**src/rtl/mul_add_seq.sv**
```systemverilog
// Sequences one pass of N_NEURON issues through a shared mul_add_core and hands each result out via valid/ready.
// Optional argmax tracking of the pass results is enabled by defining MUL_ADD_SEQ_ARGMAX_EN.
module mul_add_seq #(
   parameter int N_NEURON = 46,
   parameter int CORE_LAT = 4
) (
   input  logic        CLK,
   input  logic        RESET_X,
   input  logic        START,
   output logic        BUSY,
   output logic        CORE_EN,
   output logic [5:0]  W_SEL,
   input  logic [31:0] CORE_RESULT,
   output logic        RES_VALID,
   input  logic        RES_READY,
   output logic [5:0]  RES_IDX,
   output logic [31:0] RES_DATA,
   output logic        DONE,
   output logic [5:0]  MAX_IDX,
   output logic [31:0] MAX_VAL
);

   typedef enum logic [1:0] {
      IDLE  = 2'd0,
      ISSUE = 2'd1,
      WAIT  = 2'd2,
      OUT   = 2'd3
   } state_t;

   localparam logic [5:0] LAST_N   = 6'(N_NEURON - 1);
   localparam logic [3:0] LAT_LAST = 4'(CORE_LAT - 1);

   state_t      state;
   logic [5:0]  n;
   logic [3:0]  lat_cnt;
   logic        capture;

   // The core result is valid in the CORE_LAT-th cycle after the CORE_EN cycle.
   assign capture = (state == WAIT) && (lat_cnt == LAT_LAST);

   always_ff @(posedge CLK) begin
      if (!RESET_X) begin
         state     <= IDLE;
         n         <= '0;
         lat_cnt   <= '0;
         BUSY      <= 1'b0;
         CORE_EN   <= 1'b0;
         W_SEL     <= '0;
         RES_VALID <= 1'b0;
         RES_IDX   <= '0;
         RES_DATA  <= '0;
         DONE      <= 1'b0;
      end else begin
         CORE_EN <= 1'b0;
         DONE    <= 1'b0;
         case (state)
            IDLE: begin
               // DONE high means the pass only just ended; such a START is dropped.
               if (START && !DONE) begin
                  n       <= '0;
                  W_SEL   <= '0;
                  BUSY    <= 1'b1;
                  CORE_EN <= 1'b1;
                  state   <= ISSUE;
               end
            end
            ISSUE: begin
               lat_cnt <= '0;
               state   <= WAIT;
            end
            WAIT: begin
               if (capture) begin
                  RES_DATA  <= CORE_RESULT;
                  RES_IDX   <= n;
                  RES_VALID <= 1'b1;
                  state     <= OUT;
               end else begin
                  lat_cnt <= lat_cnt + 4'd1;
               end
            end
            OUT: begin
               if (RES_READY) begin
                  RES_VALID <= 1'b0;
                  if (n == LAST_N) begin
                     DONE  <= 1'b1;
                     BUSY  <= 1'b0;
                     state <= IDLE;
                  end else begin
                     n       <= n + 6'd1;
                     W_SEL   <= n + 6'd1;
                     CORE_EN <= 1'b1;
                     state   <= ISSUE;
                  end
               end
            end
            default: state <= IDLE;
         endcase
      end
   end

`ifdef MUL_ADD_SEQ_ARGMAX_EN
   logic [5:0]  max_idx;
   logic [31:0] max_val;

   // Strict greater-than keeps the lowest index on ties.
   always_ff @(posedge CLK) begin
      if (!RESET_X) begin
         max_idx <= '0;
         max_val <= '0;
      end else if (capture) begin
         if ((n == 6'd0) || ($signed(CORE_RESULT) > $signed(max_val))) begin
            max_idx <= n;
            max_val <= CORE_RESULT;
         end
      end
   end

   assign MAX_IDX = max_idx;
   assign MAX_VAL = max_val;
`else
   assign MAX_IDX = '0;
   assign MAX_VAL = '0;
`endif

endmodule

```
**config.mk**
```make
export PLATFORM = sky130hd
export DESIGN_NAME = mul_add_seq
export DESIGN_NICKNAME = d
export VERILOG_FILES = /design/src/rtl/mul_add_seq.sv
export SDC_FILE = /design/constraint.sdc
export NUM_CORES = 1
export LEC_CHECK = 0
export CORE_MARGIN = 2
export CORE_UTILIZATION = 35
export CTS_CLUSTER_DIAMETER = 150
export DETAILED_ROUTE_END_ITERATION = 7
export MAX_ROUTING_LAYER = met4
export PLACE_DENSITY = 0.72
export SLEW_MARGIN = 20
export SYNTH_ARGS = -nofsm -noshare
export SYNTH_HDL_FRONTEND = slang
export SYNTH_SLANG_ARGS = --single-unit
```
**constraint.sdc**
```tcl
create_clock -name CLK -period 2 [get_ports CLK]
set_input_delay 0.2 -clock CLK [delete_from_list [all_inputs] [get_ports CLK]]
set_output_delay 0.2 -clock CLK [all_outputs]
set_load 0.005 [all_outputs]
```
# After elaboration in Yosys (flattened, before gate mapping)
# Index checks and enable logic that the tools add are counted.
# Widths: inputs -> output; s select.
# classes
n_addsub	2
eq_ne	11
n_mux	23
reduce_logical	14
# op_table
operator	n
$mux 6	3
$ne 2x2->1 const B	6
$pmux 6 s2	1
$mux 1	10
$reduce_and 3->1	3
$pmux 2 s4	1
$pmux 4 s2	1
$reduce_and 4->1	2
$add 6x1->6 const B	1
$eq 6x6->1 const B	1
$mux 2	3
$pmux 1 s2	3
$reduce_bool 2->1	3
$add 4x1->4 const B	1
$eq 2x2->1 const B	2
$eq 4x2->1 const B	1
$mux 4	1
$reduce_and 2->1	2
$eq 2x1->1 const B	1
$logic_and 1x1->1	2
$logic_not 2->1	1
$logic_not 1->1	1
# word_totals
ff_bits	54
input_bits	36
output_inout_bits	86
wordCells	59

# Logic depth before layout (Yosys ltp)
# depth
depth_word	4
depth_mapped	8
ltp_nobuf	6

# Worst setup path before layout
# No wires, ideal clock.
# synth_path
path_type	flip-flop to flip-flop
from	register state[0]
to	register RES_DATA[19]
setup_ns	0.132
arrival_time_ns	1.719
required_time_ns	1.868
slack_ns	0.149
path_stages_with_launch	9
path_buffers	3
synth_period_minus_slack_ns	1.851
path_cell_list	dfxtp_1 inv_1 ha_1 buf_2 or4bb_2 buf_2 buf_2 nand2_1 a21oi_1
# synth_via
elab_chain_len	3
# synth_rtl
element	line	rtl
start, declared	33	state_t state;
start signal, assigned	43	state <= IDLE;
start signal, assigned	64	state <= ISSUE;
start signal, assigned	69	state <= WAIT;
$eq 2x2->1 *	39, 56	
$logic_and 1x1->1	39	assign capture = (state == WAIT) && (lat_cnt == LAT_LAST);
$reduce_and 2->1 (no line) *	n/a	
end signal, assigned	51	RES_DATA <= '0;
end signal, assigned	73	RES_DATA <= CORE_RESULT;
end, declared	17	output logic [31:0] RES_DATA,
# Mark *: on every way between the ends. The rest lies on a longest branch, timed or not.
# A chain may end at the register's enable or synchronous reset.

# Worst setup path after layout
# layout_path
from	register lat_cnt[0]
to	register state[0]
# layout_via
elab_chain_len	4
# layout_rtl
element	line	rtl
start, declared	35	logic [3:0] lat_cnt;
start signal, assigned	78	lat_cnt <= lat_cnt + 4'd1;
$eq 4x2->1	39	
$logic_and 1x1->1	39	
$ne 2x2->1 (no line)	n/a	
$reduce_and 3->1 (no line)	n/a	
# Every way passes these cells.

==> key figures <==
Final layout
  – Fin nets: 430
  – # diodes: 0
  – Layout cells sized above 1: 0.06701
  – # fillers: 676
  – Synthesis-to-finish area growth: 38.21%

Timing
  – Final Hold Fails: 0
  – TNS Setup: 0 ns
  – RSZ-0062 raised after global routing: false
  – Final Cycle Share: 0.9434
  – Worst setup margin: 0.1131 ns
  – Final Max Slew Viols: 0
  – Min Tclk post-route: 1.887 ns
  – Final setup viols: 0
  – Fmax: 530.0 MHz
  – Final Skew: 0.006190 ns

Setup path
  – CP Max Fanout: 5
  – CP startpoint: lat_cnt[0]$_SDFFE_PN0P_
  – Crit path kind: flop to flop
  – Reg2Reg Depth: 6
  – Worst r2r src: lat_cnt[0]$_SDFFE_PN0P_
  – Req. time, crit path: 2.19 ns
  – Buf/Inv on CP: 1
  – Worst path slowest cell: dfxtp_1
  – CP Depth: 6
  – Worst path cell trace: ha_1 -> or3b_1 -> a222oi_1 -> buf_4 -> and4_2 -> a211oi_2
  – CP Capture Type: flop
  – Crit-path max cell delay: 0.40 ns
  – Worst EP arrival: 2.08 ns
  – Startpoint types: flop
  – Crit-path leading delay family: simple AND/OR/NAND/NOR gates

Detailed routing
  – WL met2: 2.619 mm
  – Vias per Instance: 4.488
  – Metal-1 WL: 2.569 mm
  – DRT antenna net count: 0
  – DR pass1 iterations: 4
  – Vias: 2172
  – Final WL: 5.571 mm
  – Top Metal Used: met4
  – WL met3: 343 um
  – Drt initial violations: 74
  – Routed WL per cell: 11.51 um
  – # DRC: 0

Logic synthesis
  – Register area share after synthesis: 0.4401
  – Synth warn: 0
  – Main combinational cell family by area after synthesis: simple AND/OR/NAND/NOR gates
  – Compound-Gate Fraction of Synth Area: 0.1584
  – Number of synthesized flops with an enable pin: 0
  – Post-Synth Adder-Cell Area: 0.03566
  – Area of the mapped netlist: 2456 um2
  – Dominant cells by area after synthesis: dfxtp_1 44%, nand2_1 13%, buf_4 12%, a21oi_1 9.6%, ha_1 3.6%
  – Xor/xnor share of the synthesized area: 0
  – List of most frequent post-synthesis cells: 82 x nand2_1, 54 x dfxtp_1, 47 x a21oi_1
  – Main synth FF type: dfxtp_1
  – Yosys top cell by area: dfxtp_1
  – Synth Area in Simple Gates: 0.2007
  – Fraction of synthesized area in multiplexers: 0.01223
  – Async S/R FF share, synth: 0
  – Share of the synthesized area in the top cell type: 0.4401
  – Yosys cell types: 36
  – Flop and latch count out of synthesis: 54
  – Avg Inst Size Synth: 8.133 um2
  – Cells after synthesis: 302
  – Cell with the most instances after synthesis: nand2_1

Clock tree
  – H-tree levels: 2
  – CTS tree: yes
  – Root Buffer: clkbuf_8
  – # hold bufs at CTS: 0
  – CTS Buffer Depth: 2
  – Clk pin slew, worst setup/hold paths: 0.09 ns
  – Clock sinks: 54
  – CTS buffer count: 5
  – Worst-Skew Late Latency: 0.30 ns

Pwr
  – Sequential share of power: 0.511
  – Net switching fraction of the power: 0.2738
  – Logic pwr share: 0.213
  – Net Switching: 0.6117 mW
  – VDD IR max: 0.4695 mV
  – PD cells: 658.2 nW/um2
  – Lkg Pwr: 1.213 nW
  – Internal power: 1.622 mW
  – Power share of the clock group: 0.277

Floorplanning
  – Die width: 87.77 um
  – I/O pins: 122
  – Initial Util: 0.3615
  – Die area: 7704 um2
  – Die Y: 87.77 um
  – Rows: 30
  – Core ar.: 6794 um2

Placement
  – PortBufs: 83
  – Routability cong.: 0.8384
  – DPL Wire Length: 3.995 mm
  – Placement Setup Slack: 0.1131 ns

Hold path
  – Worst Hold Class: primary input to flop
  – Hold Crit Depth: 3
  – Hold Startpoint: CORE_RESULT[24]

Status
  – Outcome: finished, final reports clean

Global routing
  – Largest net degree at the start of global routing: 40
  – Initial antenna violation count: 0
  – Number of global-route vias before repair: 2027
  – GR Util All Layers: 0.1461
  – First-pass GRT wire length: 8.949 mm
  – Total gr overflow: 0

Flow run
  – Max-cap viol count: 0
## worst reg2reg max path, cell delays in order (launching register included)
cell      delay [ns]
dfxtp_1         0.40
ha_1            0.23
or3b_1          0.38
a222oi_1        0.32
buf_4           0.18
and4_2          0.22
a211oi_2        0.04
## placed cells by master (no fill, tap or decap), types with 2 or more instances in the layout
| master | Yosys | final |
|---|---|---|
| a311oi_1 | 4 | 4 |
| nand2_1 | 82 | 82 |
| inv_1 | 6 | 6 |
| clkdlybuf4s50_1 | 0 | 83 |
| conb_1 | 1 | 38 |
| nand2b_1 | 3 | 3 |
| a41oi_1 | 3 | 3 |
| or3b_2 | 2 | 2 |
| nand3_1 | 4 | 4 |
| ha_1 | 7 | 6 |
| nor3_1 | 2 | 2 |
| o21ai_0 | 7 | 7 |
| dfxtp_1 | 54 | 54 |
| mux2i_1 | 3 | 3 |
| buf_4 | 38 | 8 |
| clkbuf_8 | 0 | 6 |
| nor2_1 | 6 | 6 |
| a21oi_1 | 47 | 47 |
| nor3b_1 | 2 | 2 |
| buf_12 | 0 | 2 |
## flip-flops by register name, summed over array words and instances (netlist names)
signal and cells:
state 2, RES_VALID 1, lat_cnt 4, CORE_EN 1, RES_IDX 6, RES_DATA 32, BUSY 1, DONE 1
n 6
## path summary, 6_finish.rpt
| kind | end | slack (ns) |
|---|---|---|
| hold / removal | RES_DATA[24]$_SDFFE_PN0P_ | 0.43 |
| setup reg to reg | state[0]$_SDFFE_PN0P_ | 0.11 |
| setup / recovery | state[0]$_SDFFE_PN0P_ | 0.11 |
| hold reg to reg | RES_DATA[13]$_SDFFE_PN0P_ | 0.46 |
## cells by family after synthesis
logic type / count (synthesis)
other: 1
flip-flops: 54
buffers and inverters: 59
adder cells (fa/ha/maj): 7
multiplexers: 3
AND/OR/NAND/NOR: 110
AO/OA/AOI/OAI: 68
## final cells by class
cell class / instances / area [um2] / area share
Clock inverter: 1 / 5.005 / 0.001474
Inverter: 7 / 26.28 / 0.007740
Timing Repair Buffer: 93 / 930.9 / 0.2742
Sequential cell: 54 / 1081 / 0.3185
Tap cell: 96 / 120.1 / 0.03539
Clock buffer: 7 / 86.33 / 0.02543
Multi-Input combinational cell: 226 / 1145 / 0.3373
## repair_timing
| action | 4_1_cts | 5_1_grt |
|---|---|---|
| resized for setup | 0 | 1 |
| endpoints found under the setup margin | 0 | 2 |
| buffers inserted | 0 | 1 |
## through the flow
| stage | area (um2) | std cells | hold WS (ns) | total power [mW] | utilization |
|---|---|---|---|---|---|
| floorplan | 2595 | 339 | 0.3360 | 1.497 | - |
| global placement | 3293 | 475 | 0.4410 | 1.603 | 0.4847 |
| detailed placement | 3293 | 475 | 0.4457 | 1.614 | 0.4847 |
| CTS | 3385 | 483 | 0.4261 | 2.237 | 0.4982 |
| global route | 3395 | 484 | 0.4332 | 2.348 | 0.4996 |
| finish | 3395 | 484 | 0.4337 | 2.234 | 0.4996 |
## power groups by stage
stage | sequential (mW) | clock (mW) | combinational [mW]
after floorplan | 1.16 | 0 | 0.339
after global placement | 1.16 | 0 | 0.442
after detailed placement | 1.16 | 0 | 0.450
after CTS | 1.14 | 0.646 | 0.453
after global routing | 1.15 | 0.674 | 0.529
final | 1.14 | 0.618 | 0.475
## routing by layer
layer | track usage | up-vias
met5 | - | -
met3 | 0.02828 | 5
met1 | 0.1793 | 972
met2 | 0.2479 | 89
met4 | 0.03357 | 0
li1 | - | 1106
(Power assumes the default switching activity.)
